**config.mk**
```make
export PLATFORM = sky130hd
export DESIGN_NAME = prog_loader_flat
export DESIGN_NICKNAME = d
export VERILOG_FILES = /design/src/rtl/prog_loader_if.sv /design/src/rtl/prog_loader.sv /design/src/flat_wrapper.sv
export SDC_FILE = /design/constraint.sdc
export NUM_CORES = 1
export LEC_CHECK = 0
export BUFFER_PORTS_ARGS = -buffer_cell sky130_fd_sc_hd__buf_2
export CAP_MARGIN = 30
export CELL_PAD_IN_SITES_DETAIL_PLACEMENT = 1
export CELL_PAD_IN_SITES_GLOBAL_PLACEMENT = 2
export CORE_AREA = 5 5 101 103
export CTS_BUF_LIST = sky130_fd_sc_hd__clkbuf_8
export DETAILED_ROUTE_END_ITERATION = 8
export DIE_AREA = 0 0 106 108
export HOLD_SLACK_MARGIN = 0.12
export PLACE_DENSITY = 0.76
export SLEW_MARGIN = 20
export SYNTH_ARGS = -nofsm -noshare
export SYNTH_HDL_FRONTEND = slang
export SYNTH_SLANG_ARGS = --single-unit
export TNS_END_PERCENT = 100
```
**constraint.sdc**
```tcl
create_clock -name clk -period 1.75 [get_ports clk]
set_clock_uncertainty 0.05 [all_clocks]
set_input_delay 0 -clock clk [delete_from_list [all_inputs] [get_ports clk]]
set_output_delay 0 -clock clk [all_outputs]
set_load 0.01 [all_outputs]
```
**src/rtl/prog_loader_if.sv**
```systemverilog
// rtl/prog_loader_if.sv - host byte stream in, instruction-memory write port out
interface prog_loader_if #(
    parameter int ADDR_W = 8,
    parameter int DATA_W = 16
);
    logic              in_valid;
    logic [7:0]        in_data;
    logic              in_ready;
    logic              imem_we;
    logic [ADDR_W-1:0] imem_addr;
    logic [DATA_W-1:0] imem_wdata;

    modport master (
        output in_valid, in_data,
        input  in_ready, imem_we, imem_addr, imem_wdata
    );

    modport slave (
        input  in_valid, in_data,
        output in_ready, imem_we, imem_addr, imem_wdata
    );
endinterface

```
**src/rtl/prog_loader.sv**
```systemverilog
// rtl/prog_loader.sv - byte-stream program loader with XOR checksum gate on cpu_run
module prog_loader #(
    parameter int ADDR_W = 8,
    parameter int DATA_W = 16
) (
    input  logic          clk,
    input  logic          rstn,
    input  logic          load_start,
    prog_loader_if.slave  bus,
    output logic          cpu_run,
    output logic          busy,
    output logic          err
);
    typedef enum logic [2:0] {IDLE, HDR, HI, LO, CHK, DONE, ERR} state_t;

    state_t            state, state_nxt;
    logic              accept;
    logic              start_ok;
    logic [7:0]        count;
    logic [7:0]        csum;
    logic [7:0]        hi_byte;
    logic [ADDR_W-1:0] waddr;

    always_ff @(posedge clk) begin
        if (rstn) state <= IDLE;
        else      state <= state_nxt;
    end

    always_comb begin
        state_nxt    = state;
        bus.in_ready = 1'b0;
        busy         = 1'b0;
        cpu_run      = (state == DONE);
        err          = (state == ERR);
        start_ok     = 1'b0;
        case (state)
            IDLE, DONE, ERR: begin
                start_ok = load_start;
                if (load_start) state_nxt = HDR;
            end
            HDR, HI, LO, CHK: begin
                bus.in_ready = 1'b1;
                busy         = 1'b1;
            end
            default: state_nxt = IDLE;
        endcase
        accept = bus.in_valid && bus.in_ready;
        if (accept) begin
            case (state)
                HDR:     state_nxt = HI;
                HI:      state_nxt = LO;
                // count holds words still to write including this one; N=0 wraps to 256
                LO:      state_nxt = (count == 8'd1) ? CHK : HI;
                CHK:     state_nxt = (bus.in_data == csum) ? DONE : ERR;
                default: state_nxt = state;
            endcase
        end
    end

    // imem_addr/imem_wdata only change together with the write strobe
    always_ff @(posedge clk) begin
        if (rstn) begin
            bus.imem_we    <= 1'b0;
            bus.imem_addr  <= '0;
            bus.imem_wdata <= '0;
            count          <= 8'd0;
            csum           <= 8'd0;
            hi_byte        <= 8'd0;
            waddr          <= '0;
        end else begin
            bus.imem_we <= 1'b0;
            if (start_ok) begin
                waddr <= '0;
                csum  <= 8'd0;
            end
            if (accept) begin
                case (state)
                    HDR: count <= bus.in_data;
                    HI: begin
                        hi_byte <= bus.in_data;
                        csum    <= csum ^ bus.in_data;
                    end
                    LO: begin
                        bus.imem_we    <= 1'b1;
                        bus.imem_addr  <= waddr;
                        bus.imem_wdata <= DATA_W'({hi_byte, bus.in_data});
                        waddr          <= waddr + 1'b1;
                        count          <= count - 8'd1;
                        csum           <= csum ^ bus.in_data;
                    end
                    default: ;
                endcase
            end
        end
    end
endmodule

```
**src/flat_wrapper.sv**
```systemverilog
// flat-port wrapper written by rule: the top's interface ports become plain ports
module prog_loader_flat 
#(
    parameter int ADDR_W = 8,
    parameter int DATA_W = 16
)
  (clk, rstn, load_start, cpu_run, busy, err, bus_in_valid, bus_in_data, bus_in_ready, bus_imem_we, bus_imem_addr, bus_imem_wdata);
  prog_loader_if #(.ADDR_W(ADDR_W), .DATA_W(DATA_W)) bus_i ();
  input  logic clk;
  input  logic rstn;
  input  logic load_start;
  output logic cpu_run;
  output logic busy;
  output logic err;
  input wire logic [$bits(bus_i.in_valid)-1:0] bus_in_valid;
  input wire logic [$bits(bus_i.in_data)-1:0] bus_in_data;
  output wire logic [$bits(bus_i.in_ready)-1:0] bus_in_ready;
  output wire logic [$bits(bus_i.imem_we)-1:0] bus_imem_we;
  output wire logic [$bits(bus_i.imem_addr)-1:0] bus_imem_addr;
  output wire logic [$bits(bus_i.imem_wdata)-1:0] bus_imem_wdata;
  assign bus_i.in_valid = bus_in_valid;
  assign bus_i.in_data = bus_in_data;
  assign bus_in_ready = bus_i.in_ready;
  assign bus_imem_we = bus_i.imem_we;
  assign bus_imem_addr = bus_i.imem_addr;
  assign bus_imem_wdata = bus_i.imem_wdata;
  prog_loader #(.ADDR_W(ADDR_W), .DATA_W(DATA_W)) u_core (.clk(clk), .rstn(rstn), .load_start(load_start), .bus(bus_i), .cpu_run(cpu_run), .busy(busy), .err(err));
endmodule
```
== After elaboration in Yosys (flattened, before gate mapping) ==
Index checks and enable logic that the tools add are counted.
Word-level totals
  flip-flop bits (word level): 60
Cells by class
  $add $sub $neg: 2
  eq/ne operators: 11
  muxes and demuxes: 16
  bitwise gates (word level): 2
  reduce and logical (&&, ||, !) cells: 11
Operator list (number)
  8-bit 2-to-1 mux: 6
  8-bit case mux with 2 select lines: 1
  3-bit case mux with 4 select lines: 1
  3-bit == test, second input constant: 3
  3-bit 2-to-1 mux: 3
  8-bit by 1-bit adder with 8-bit output, second input constant: 1
  8-bit by 1-bit == test with 1-bit output, second input constant: 1
  8-bit == test: 1
  8-bit by 1-bit subtractor with 8-bit output, second input constant: 1
  8-bit XOR: 1
  3-bit by 2-bit == test with 1-bit output, second input constant: 2
  3-bit case mux with 2 select lines: 1
  2-bit AND reduction: 3
  5-bit != test, second input constant: 1
  2-bit OR reduction: 2
  4-bit OR reduction: 1
  3-bit by 1-bit == test with 1-bit output, second input constant: 1
  3-bit zero test: 1
  1-bit 2-to-1 mux: 3
  3-bit by 2-bit != test with 1-bit output, second input constant: 1
  3-bit AND reduction: 1
  3-bit OR reduction: 1
  2-bit 2-to-1 mux: 1
  2-bit by 1-bit != test with 1-bit output, second input constant: 1
  other kinds (3): 3

== Longest topological paths before layout ==
Gate-level depths: netlist (run 1).
  depth in word-level cells: 6
  depth in mapped cells: 6

== Worst setup path before layout (run 1) ==
OpenSTA, ideal clock, no wires.
  path type: register -> register
  start point: reg u_core.csum[6]
  end point: reg u_core.state[0]
  arrival: 1533 ps
  path slack: 76 ps
  stages on the path, launching flop included: 5
  buffers on the path: 0
  clock period less this slack: 1674 ps
  cells stage by stage: dfxtp_1 > nor2b_1 > a2111o_1 > or4_4 > a311oi_1
Between the ends
  word-level cells in the longest chain between the ends: 4
RTL lines
  start, declared: line prog_loader.sv:20  | logic [7:0] csum;
  start signal, assigned: line prog_loader.sv:81  | csum <= csum ^ bus.in_data;
  start signal, assigned: line prog_loader.sv:89  | csum <= csum ^ bus.in_data;
  8-bit == test: line prog_loader.sv:54  | CHK: state_nxt = (bus.in_data == csum) ? DONE : ERR;
  2-bit 2-to-1 mux: line prog_loader.sv:54
  3-bit case mux with 4 select lines: line prog_loader.sv:49  | case (state)
  3-bit 2-to-1 mux: line prog_loader.sv:48  | if (accept) begin
  end signal, assigned: line prog_loader.sv:26  | else state <= state_nxt;
  end, declared: line prog_loader.sv:16  | state_t state, state_nxt;
No other way between the ends.
A chain may end at the register's enable or synchronous reset.

== Worst setup path after layout (run 1) ==
  start point: in bus_in_data[5]
  end point: reg u_core.state[0]
Between the ends
  word-level cells in the longest chain between the ends: 4
RTL lines
  start, declared: line flat_wrapper.sv:16  | input wire logic [$bits(bus_i.in_data)-1:0] bus_in_data;
  8-bit == test: line prog_loader.sv:54
  2-bit 2-to-1 mux: line prog_loader.sv:54
  3-bit case mux with 4 select lines: line prog_loader.sv:49
  3-bit 2-to-1 mux: line prog_loader.sv:48
No other way between the ends.

==> qor.csv, run 1 <==
metric,value,unit
IO Count,41,
Crit. End Element,flop,
Hold/Removal Path Class,input port to flop,
period utilization,99.2,%
die height,108,µm
final hold viol count,0,
register area share after synthesis,43.7,%
vias after detailed routing,2726,
"Slew Viols, Final",0,
Setup TNS Final,0,ns
Final Util,39.0,%
Final Non-Filler Cells,534,
# placed instances,505,
CTS tree,built,
NumNets Final,433,
Mean Syn Cell Area,7.71,µm²
die area,0.0114,mm²
Initial Util,30.2,%
htree depth,3,
Post-synth ARST share,0,%
DP HPWL,5680,µm
slew margin rel.,74.8,%
share of the synthesized area in the top cell type,43.7,%
number of post-CTS setup repair buffers,0,
gr usage total,14.9,%
layout cells sized above 1,21.5,%
core area,0.00911,mm²
final WL,8330,µm
top_reg_cell synth,dfxtp_1,
post-synth net total,371,
Period minus WS final,1.74,ns
FF-to-FF setup slack,0.03,ns
Synthesis Warnings,0,
CP Launch Type,input port,
outcome,finished clean,
post-synth top area cell,dfxtp_1,
Synth area leaders,"dfxtp_1 44%, a21oi_1 12%, nand2_1 10%",
fmax,576,MHz
clock-pin slew on the worst setup and hold paths,0.07,ns
first-pass GRT wire length,13600,µm
Max Root-Sink Buffers,2,
Post-synth EDFFs,0,
worst-skew pair later-pin latency,0.33,ns
Sink Count,60,
post-synthesis cell count,356,
worst setup margin,0.0141,ns
worst-margin pin slew,0.379,ns
worst setup path start,bus_in_data[5],
routed vias/inst,5.10,
largest net degree at the start of global routing,31,
Antenna Violating Nets Remaining,0,
"Setup violations, final",0,
Die Span X,106,µm
crit path DAT,1.93,ns
total grt overflow,0,
Initial DRC Count,84,
Post-Synthesis Cell Area,0.00275,mm²
reg2reg end,u_core.state[0],
register bit total from synthesis,60,
WHS,0.199,ns
Setup CP Type,input port to flop,
Root Driver,clkbuf_8,
pre-CTS WS,-0.0187,ns
Initial DRT Pass Iterations,4,
Antenna Cells,0,
GP Congestion,0.813,
I/O Buffers,40,
number of remaining DRC errors,0,
Pwr Density,857,mW/mm²
synthesis-to-layout area growth,29.3,%
Max Cap Violations,0,
maximum vdd ir drop,345,µV
initial antenna violation count,0,
num rows,35,
crit path max fanout,3,
Reg2Reg Depth,4,
CP required,1.94,ns
Synth cell types,45,
routed len/inst,15.6,µm
Critical Path Sink,u_core.state[0],
Lkg Pwr,0.00135,µW
cts bufs inserted,9,
RSZ-0062 raised after global routing,true,
reg2reg start,u_core.csum[0],
vias in the first global route,2714,
==> kinds of logic (layout without fill, tap and decap cells) <==
kind of cell               after synthesis  in the layout  synth area share, %
AOI/OAI and AO/OA                      100            100                 20.7
xor gates and xnor gates                 5              5                 1.59
adders and majority gates                3              3                 1.37
buffers and inverters                   36            103                 5.38
DFF                                     60             60                 43.7
muxes                                    3              3                 1.09
and+or+nand+nor                        149            149                 26.1
==> flip-flops by register name (all words and copies together) (netlist names) <==
| name | count |
|---|---|
| u_core.bus.imem_wdata | 16 |
| u_core.bus.imem_addr | 8 |
| u_core.count | 8 |
| u_core.csum | 8 |
| u_core.hi_byte | 8 |
| u_core.waddr | 8 |
| u_core.state | 3 |
| u_core.bus.imem_we | 1 |
==> placed cells by master (no fill, tap or decap), types with 2 or more instances in the layout <==
cell / instances
a31oi_1: 4
xnor2_1: 2
mux2i_1: 3
ha_1: 3
buf_2: 40
dlygate4sd3_1: 13
clkbuf_8: 9
nand3b_1: 2
dfxtp_2: 3
nand3_1: 13
nand4_1: 5
a311oi_1: 2
a21oi_1: 68
and3_1: 3
nor3_1: 12
o21ai_0: 11
clkinvlp_4: 3
nor2b_1: 5
inv_1: 10
a2111o_1: 2
nand2b_1: 4
o221ai_1: 2
dfxtp_1: 57
buf_12: 2
buf_4: 20
xor2_1: 2
nor2_1: 11
nand2_1: 76
a21o_1: 2
nor4_1: 4
a221oi_1: 2
==> how the worst min path moves through the flow <==
stage / startpoint / to / slack, ns / cells past startpoint
finish: bus_in_data[3] / u_core.state[1] / 0.20 / 5
global route: bus_in_data[3] / u_core.state[1] / 0.21 / 5
CTS: bus_in_data[3] / u_core.state[0] / 0.17 / 5
detailed placement: bus_in_data[6] / u_core.hi_byte[6] / 0.29 / 3
global placement: bus_in_data[6] / u_core.hi_byte[6] / 0.27 / 3
floorplan: bus_in_data[0] / u_core.hi_byte[0] / 0.09 / 2
==> routing by layer <==
layer | wire length [µm] | track usage [%] | up-vias
met5 | 0 | 0 | -
met4 | 70 | 4.44 | 0
met3 | 197 | 2.93 | 6
met2 | 4020 | 25.3 | 27
met1 | 4040 | 19.1 | 1319
li1 | - | - | 1374
==> synth_stat cells (all sizes together), types with 4 or more instances <==
cell type	number
nand3	13
nor3	13
o21ai	11
buf	8
nor2	11
a21oi	68
nor2b	6
nand4	5
nand2b	4
nor4	4
dfxtp	60
nand2	76
inv	11
a31oi	4
clkbuf	17
==> repair_timing <==
item                                    CTS  global route
endpoints found under the setup margin    2             8
hold endpoints to repair                 33             0
pin swaps                                 3             1
resized for setup                         2             8
hold buffers                             13             0
==> worst max-delay path: stages <==
cell           delay, ns
dlygate4sd3_1       0.54
buf_2               0.15
nor2b_1             0.14
a2111o_1            0.36
or4_4               0.50
a311oi_2            0.24
==> cell type report <==
type,count,area (µm²)
inverters,11,41.3
fillers,1127,5560
well taps,111,139
repair buffers,76,532
clock buffers,9,124
clock inverters,7,75.1
flip-flops and latches,60,1200
multi-input cells,260,1440
==> through the flow <==
stage	total power (µW)	instance area [µm²]
3_3_place_gp	1780	3180
3_5_place_dp	1780	3180
4_1_cts	3080	3510
5_1_grt	3210	3550
2_1_floorplan	1640	2750
6_report	3040	3550
==> power breakdown <==
group | switching, µW | internal (µW) | leakage, µW
registers | 19.6 | 1390 | 0.000486
logic | 218 | 153 | 0.000771
clock network | 603 | 662 | 0.0000918
(Power assumes the default switching activity.)
==> run 2, diff against run 1 <==
--- a/config.mk
+++ b/config.mk
@@ -14,7 +14,8 @@
 export DETAILED_ROUTE_END_ITERATION = 8
 export DIE_AREA = 0 0 106 108
 export HOLD_SLACK_MARGIN = 0.12
-export PLACE_DENSITY = 0.76
+export PLACE_DENSITY = 0.85
+export SETUP_SLACK_MARGIN = 0.3
 export SLEW_MARGIN = 20
 export SYNTH_ARGS = -nofsm -noshare
 export SYNTH_HDL_FRONTEND = slang
==> run 2 against run 1 <==
  * The flow now finishes with violations (negative setup slack)
  * Register-to-register slack got worse by 0.05 ns
  * Non-clock buffer count rose by 22
  * Global-route usage rose by 2.1 points
  * Critical path depth fell by 2
  * Clock power rose by 13%
  * Critical endpoint is now u_core.state[1]
  * Critical path type is now flop to flop
  * Power rose by 10%
  * Highest routed layer unchanged
  * Sequential cell count did not move
  * Combinational power rose by 39%
  * Count of clock-buffer cells in the layout did not move
  * Setup slack got worse by 0.033 ns
==> qor.csv, run 2 (same netlist as run 1, synthesis figures left out) <==
metric,value,unit,change
outcome,"complete, but fails checks",,
failing checks,negative setup slack,,
vias after detailed routing,2995,,+9.9%
CTS tree,built,,
Final Util,44.8,%,+5.9 points
IO Count,41,,unchanged
Tot Pwr,3350,µW,+10%
DP HPWL,5550,µm,-2.3%
Initial DRT Pass Iterations,4,,unchanged
crit path DAT,1.95,ns,+0.02 ns
# placed instances,500,,-0.99%
final hold viol count,0,,unchanged
buffers plus inverters on the worst setup path,0,,-2
RSZ-0062 raised after global routing,true,,
"Setup violations, final",1,,+1
worst-skew pair later-pin latency,0.34,ns,about the same
gr usage total,16.9,%,+2.1 points
Psw,916,µW,+9.0%
Die Span X,106,µm,unchanged
first-pass GRT wire length,15300,µm,+13%
Pwr Density,821,mW/mm²,-4.3%
Sink Count,60,,unchanged
clock-pin slew on the worst setup and hold paths,0.08,ns,about the same
power share of the clock group,42.2,%,+0.7 points
Power Internal,2440,µW,+10%
htree depth,3,,unchanged
die height,108,µm,unchanged
Max Root-Sink Buffers,2,,unchanged
Max Cap Violations,0,,unchanged
Antenna Cells,0,,unchanged
synthesis-to-layout area growth,48.7,%,
"commonest non-fill, non-tap cells in the layout","68 x nand2_1, 60 x a21oi_1, 54 x dfxtp_1, 40 x buf_2, 27 x buf_4",,
routed vias/inst,5.38,,+5.3%
Sw Share,27.3,%,-0.27 points
crit path cell chain,"nor2b_4, a2111o_1, or4_4, a32o_1",,
max reg flops,16,,unchanged
Initial DRC Count,154,,+83%
NumNets Final,456,,+5.3%
family with the most delay on the worst path,simple AND/OR/NAND/NOR gates,,
CP required,1.93,ns,about the same
Final Cell Area,0.00408,mm²,+15%
"most common cell after layout, fill and taps aside",nand2_1,,
number of remaining DRC errors,0,,unchanged
worst-margin pin slew,0.467,ns,+0.0880 ns
Hold/Removal Path Class,input port to flop,,
Area after DPL,0.00315,mm²,-0.71%
I/O Buffers,40,,unchanged
Antenna Violating Nets Remaining,0,,unchanged
GP Congestion,0.826,,+1.6%
Setup TNS Final,-0.0186,ns,-0.0186 ns
cts bufs inserted,9,,unchanged
num rows,35,,unchanged
layout cells sized above 1,34.5,%,+13 points
Lkg Pwr,0.00159,µW,+18%
total grt overflow,0,,unchanged
slew margin rel.,68.9,%,-5.9 points
CP max-delay cell,or4_4,,
maximum vdd ir drop,440,µV,+27%
largest net degree at the start of global routing,41,,+32%
Comb power frac,15.4,%,+3.2 points
worst setup margin,-0.0186,ns,-0.0328 ns
"slowest stage delay, CP",0.52,ns,-0.02 ns
Root Driver,clkbuf_8,,
core area,0.00911,mm²,unchanged
Setup CP Type,flop to flop,,
initial antenna violation count,0,,unchanged
sequential share of power,42.4,%,-3.9 points
Initial Util,30.2,%,unchanged
routed len/inst,18.1,µm,+16%
period utilization,101,%,+1.9 points
die area,0.0114,mm²,unchanged
final WL,10100,µm,+21%
Period minus WS final,1.77,ns,+0.0328 ns
Final Non-Filler Cells,557,,+4.3%
"Slew Viols, Final",0,,unchanged
fmax,565,MHz,-1.9%
crit path max fanout,3,,unchanged
Crit. End Element,flop,,
"Most flops, register",u_core.bus.imem_wdata,,
vias in the first global route,3052,,+12%
CP Launch Type,flop,,
## run 2: stage by stage
| stage | hold slack [ns] | setup slack (ns) |
|---|---|---|
| floorplan | 0.0860 | 0.126 |
| global placement | 0.265 | 0.0816 |
| detailed placement | 0.278 | 0.0464 |
| CTS | 0.123 | 0.0402 |
| global route | 0.151 | -0.0708 |
| finish | 0.133 | -0.0186 |
## run 2: final timing paths
check	from	to	slack, ns	cells past startpoint
worst max-delay path	u_core.csum[6]	u_core.state[1]	-0.02	4
worst min-delay path	bus_in_data[5]	u_core.csum[5]	0.13	4
worst max register to register	u_core.csum[6]	u_core.state[1]	-0.02	4
worst min register to register	u_core.bus.imem_wdata[13]	u_core.bus.imem_wdata[13]	0.40	2
## run 2: worst min-delay path: stages
cell     delay (ns)
buf_2          0.13
nor2b_1        0.16
o21ai_1        0.13
a21oi_1        0.06
## run 2: power groups by stage
| stage | Clock (µW) | Sequential, µW | Combinational [µW] |
|---|---|---|---|
| after floorplan | 0 | 1440 | 206 |
| after global placement | 0 | 1440 | 326 |
| after detailed placement | 0 | 1440 | 332 |
| after CTS | 1450 | 1410 | 428 |
| after global routing | 1540 | 1420 | 553 |
| final | 1420 | 1420 | 516 |
## run 2: area by class of cell
cell class	count	area, µm²
clock buffer	9	124
multi-input combinational	261	1640
inverter	11	45.0
sequential	60	1210
tap	111	139
fill	1074	5020
clock inverter	7	98.8
timing repair buffer	98	820
## run 2: per-layer routing
metal  part of all wire, %  wire [µm]  GRT usage [%]  vias up
met5                     0          0              0        -
met4                   1.9        195           6.38        0
met3                   3.7        373           4.54       16
met2                    51       5150           30.0       70
met1                    43       4360           19.6     1479
li1                      -          -              -     1430
## run 2: timing repair
item,4_1_cts,5_1_grt
endpoints found under the setup margin,32,63
hold buffers,14,1
cloned,4,1
endpoints found under the hold margin,36,1
setup buffers,16,6
pin swaps,6,6
resized for setup,25,57
==> run 3, diff against run 2 <==
--- a/config.mk
+++ b/config.mk
@@ -7,7 +7,7 @@
 export LEC_CHECK = 0
 export BUFFER_PORTS_ARGS = -buffer_cell sky130_fd_sc_hd__buf_2
 export CAP_MARGIN = 30
-export CELL_PAD_IN_SITES_DETAIL_PLACEMENT = 1
+export CELL_PAD_IN_SITES_DETAIL_PLACEMENT = 0
 export CELL_PAD_IN_SITES_GLOBAL_PLACEMENT = 2
 export CORE_AREA = 5 5 101 103
 export CTS_BUF_LIST = sky130_fd_sc_hd__clkbuf_8
@@ -15,8 +15,9 @@
 export DIE_AREA = 0 0 106 108
 export HOLD_SLACK_MARGIN = 0.12
 export PLACE_DENSITY = 0.85
+export REMOVE_ABC_BUFFERS = 1
 export SETUP_SLACK_MARGIN = 0.3
-export SLEW_MARGIN = 20
+export SLEW_MARGIN = 40
 export SYNTH_ARGS = -nofsm -noshare
 export SYNTH_HDL_FRONTEND = slang
 export SYNTH_SLANG_ARGS = --single-unit
==> run 3 against run 2 <==
  * The run now ends clean
  * Utilization down 2.8 points
  * Cell area down 6.2%
  * Critical endpoint is now u_core.state[0]
  * Via count down 7.7%
  * First-iteration DRC count down 39%
  * Final cell count down 1.1%
  * Combinational power down 16%
  * Critical path type unchanged
  * Setup slack better by 0.064 ns
==> qor.csv, run 3 (same netlist as run 1, synthesis figures left out) <==
metric,value,unit,change
total grt overflow,0,,unchanged
final WL,7930,µm,-21%
Lkg Pwr,0.00150,µW,-5.9%
vias after detailed routing,2765,,-7.7%
gr usage total,14.2,%,-2.8 points
Antenna Violating Nets Remaining,0,,unchanged
Comb power frac,13.8,%,-1.6 points
power share of the clock group,40.8,%,-1.4 points
min-delay src,bus_in_data[5],,
number of remaining DRC errors,0,,unchanged
Max Cap Violations,0,,unchanged
crit path max fanout,2,,-1
Crit. End Element,flop,,
Pwr Density,818,mW/mm²,-0.38%
die area,0.0114,mm²,unchanged
routed vias/inst,5.02,,-6.7%
Setup CP Type,flop to flop,,
"Slew Viols, Final",0,,unchanged
pre-CTS WS,-0.00562,ns,-0.0520 ns
layout cells sized above 1,28.2,%,-6.3 points
reg2reg start,u_core.csum[0],,
RSZ-0062 raised after global routing,true,,
"commonest non-fill, non-tap cells in the layout","76 x nand2_1, 67 x a21oi_1, 52 x dfxtp_1, 39 x buf_2, 30 x buf_4",,
crit path DAT,1.90,ns,-0.05 ns
final hold viol count,0,,unchanged
Period minus WS final,1.70,ns,-0.0638 ns
worst setup margin,0.0452,ns,+0.0638 ns
htree depth,3,,unchanged
Sw Share,24.8,%,-2.6 points
Initial Util,30.2,%,unchanged
"most common cell after layout, fill and taps aside",nand2_1,,
reg2reg end,u_core.state[0],,
sequential share of power,45.4,%,+3.0 points
hold depth,4,,unchanged
Setup TNS Final,0,ns,+0.0186 ns
CP Launch Type,flop,,
Antenna Cells,0,,unchanged
cts bufs inserted,9,,unchanged
fmax,587,MHz,+3.7%
die height,108,µm,unchanged
Psw,776,µW,-15%
Max Root-Sink Buffers,2,,unchanged
core area,0.00911,mm²,unchanged
family with the most delay on the worst path,compound AO/OA/AOI/OAI gates,,
"Most flops, register",u_core.bus.imem_wdata,,
CP max-delay cell,or4_4,,
Die Span X,106,µm,unchanged
# fillers,917,,-15%
clock-pin slew on the worst setup and hold paths,0.06,ns,-0.02 ns
CP required,1.95,ns,+0.02 ns
IO Count,41,,unchanged
Initial DRC Count,94,,-39%
slew margin rel.,72.3,%,+3.4 points
Sink Count,60,,unchanged
vias in the first global route,2611,,-14%
synthesis-to-layout area growth,39.5,%,
I/O Buffers,40,,unchanged
Worst Hold End,u_core.csum[5],,
CTS tree,built,,
"Setup violations, final",0,,-1
Power Internal,2360,µW,-3.3%
NumNets Final,451,,-1.1%
worst-skew pair later-pin latency,0.33,ns,about the same
"slowest stage delay, CP",0.50,ns,-0.02 ns
buffers plus inverters on the worst setup path,0,,unchanged
routed len/inst,14.4,µm,-20%
Root Driver,clkbuf_8,,
max reg flops,16,,unchanged
first-pass GRT wire length,13000,µm,-15%
DP HPWL,5160,µm,-7.0%
GP Congestion,0.795,,-3.7%
num rows,35,,unchanged
Hold/Removal Path Class,input port to flop,,
Initial DRT Pass Iterations,5,,+1
period utilization,97.4,%,-3.6 points
Reg2Reg Depth,4,,unchanged
maximum vdd ir drop,523,µV,+19%
largest net degree at the start of global routing,20,,-51%
initial antenna violation count,0,,unchanged
FF-to-FF setup slack,0.05,ns,+0.06 ns
WHS,0.151,ns,+0.0190 ns
crit path cell chain,"nor2b_4, a2111o_1, or4_4, a311oi_2",,
outcome,finished clean,,
worst-margin pin slew,0.415,ns,-0.0516 ns
-- run 3: cell types whose count changed in the layout (fill, tap and decap cells not counted), moves of 4 or more --
cell     change
nand2_4      -4
nand2_1      +8
nand2_2      -4
a21oi_2      -7
a21oi_1      +7
o21ai_0      +4
-- run 3: layout make-up --
type | count | area [µm²] | area share [%]
clock buffers | 12 | 165 | 4.31
repair buffers | 94 | 714 | 18.7
well taps | 111 | 139 | 3.63
multi-input cells | 260 | 1520 | 39.6
flip-flops and latches | 60 | 1210 | 31.7
clock inverters | 3 | 37.5 | 0.980
inverters | 11 | 45.0 | 1.18
-- run 3: what timing repair did --
item / 4_1_cts / 5_1_grt
setup endpoints to repair: 50 / 64
gates resized for setup: 24 / 21
endpoints found under the hold margin: 35 / 0
buffers inserted: 9 / 4
pin swaps: 8 / 7
gates cloned: 1 / 1
hold buffers: 14 / 0
-- run 3: worst max path at each step --
stage | to | slack, ns | start | cells past startpoint
floorplan | u_core.waddr[7] | -0.72 | u_core.state[1] | 3
CTS | u_core.state[0] | 0.05 | u_core.state[0] | 4
finish | u_core.state[0] | 0.05 | u_core.csum[0] | 4
global route | u_core.state[0] | -0.01 | u_core.csum[0] | 4
global placement | u_core.state[0] | 0.04 | u_core.csum[6] | 4
detailed placement | u_core.state[0] | -0.006 | u_core.csum[6] | 4
-- run 3: per-stage QoR --
step | instances | area (µm²) | power [µW] | utilization [%]
final | 551 | 3830 | 3130 | 42.0
after global routing | 551 | 3830 | 3290 | 42.0
after CTS | 546 | 3710 | 3130 | 40.7
after detailed placement | 507 | 3180 | 1770 | 34.9
after global placement | 507 | 3180 | 1770 | 34.9
after floorplan | 331 | 2640 | 1610 | -
-- run 3: worst register-to-register path: cells and delay by family, from the launching register on --
family | cells | cell delay [ns]
AO/OA/AOI/OAI | 2 | 0.63
AND/OR/NAND/NOR | 2 | 0.62
flip-flops | 1 | 0.33
-- run 3: power by group through the flow --
| stage | registers, µW | logic (µW) | clock network [µW] |
|---|---|---|---|
| 6_report | 1420 | 433 | 1280 |
| 5_1_grt | 1430 | 474 | 1390 |
| 4_1_cts | 1420 | 388 | 1320 |
| 3_5_place_dp | 1450 | 328 | 0 |
| 3_3_place_gp | 1440 | 325 | 0 |
| 2_1_floorplan | 1450 | 160 | 0 |
-- run 3: per-layer routing --
metal	vias up	routed length, µm	global-route usage (%)
met5	-	0	0
met4	0	61	3.33
met3	9	277	3.82
met2	39	3950	24.6
met1	1304	3650	17.6
li1	1413	-	-
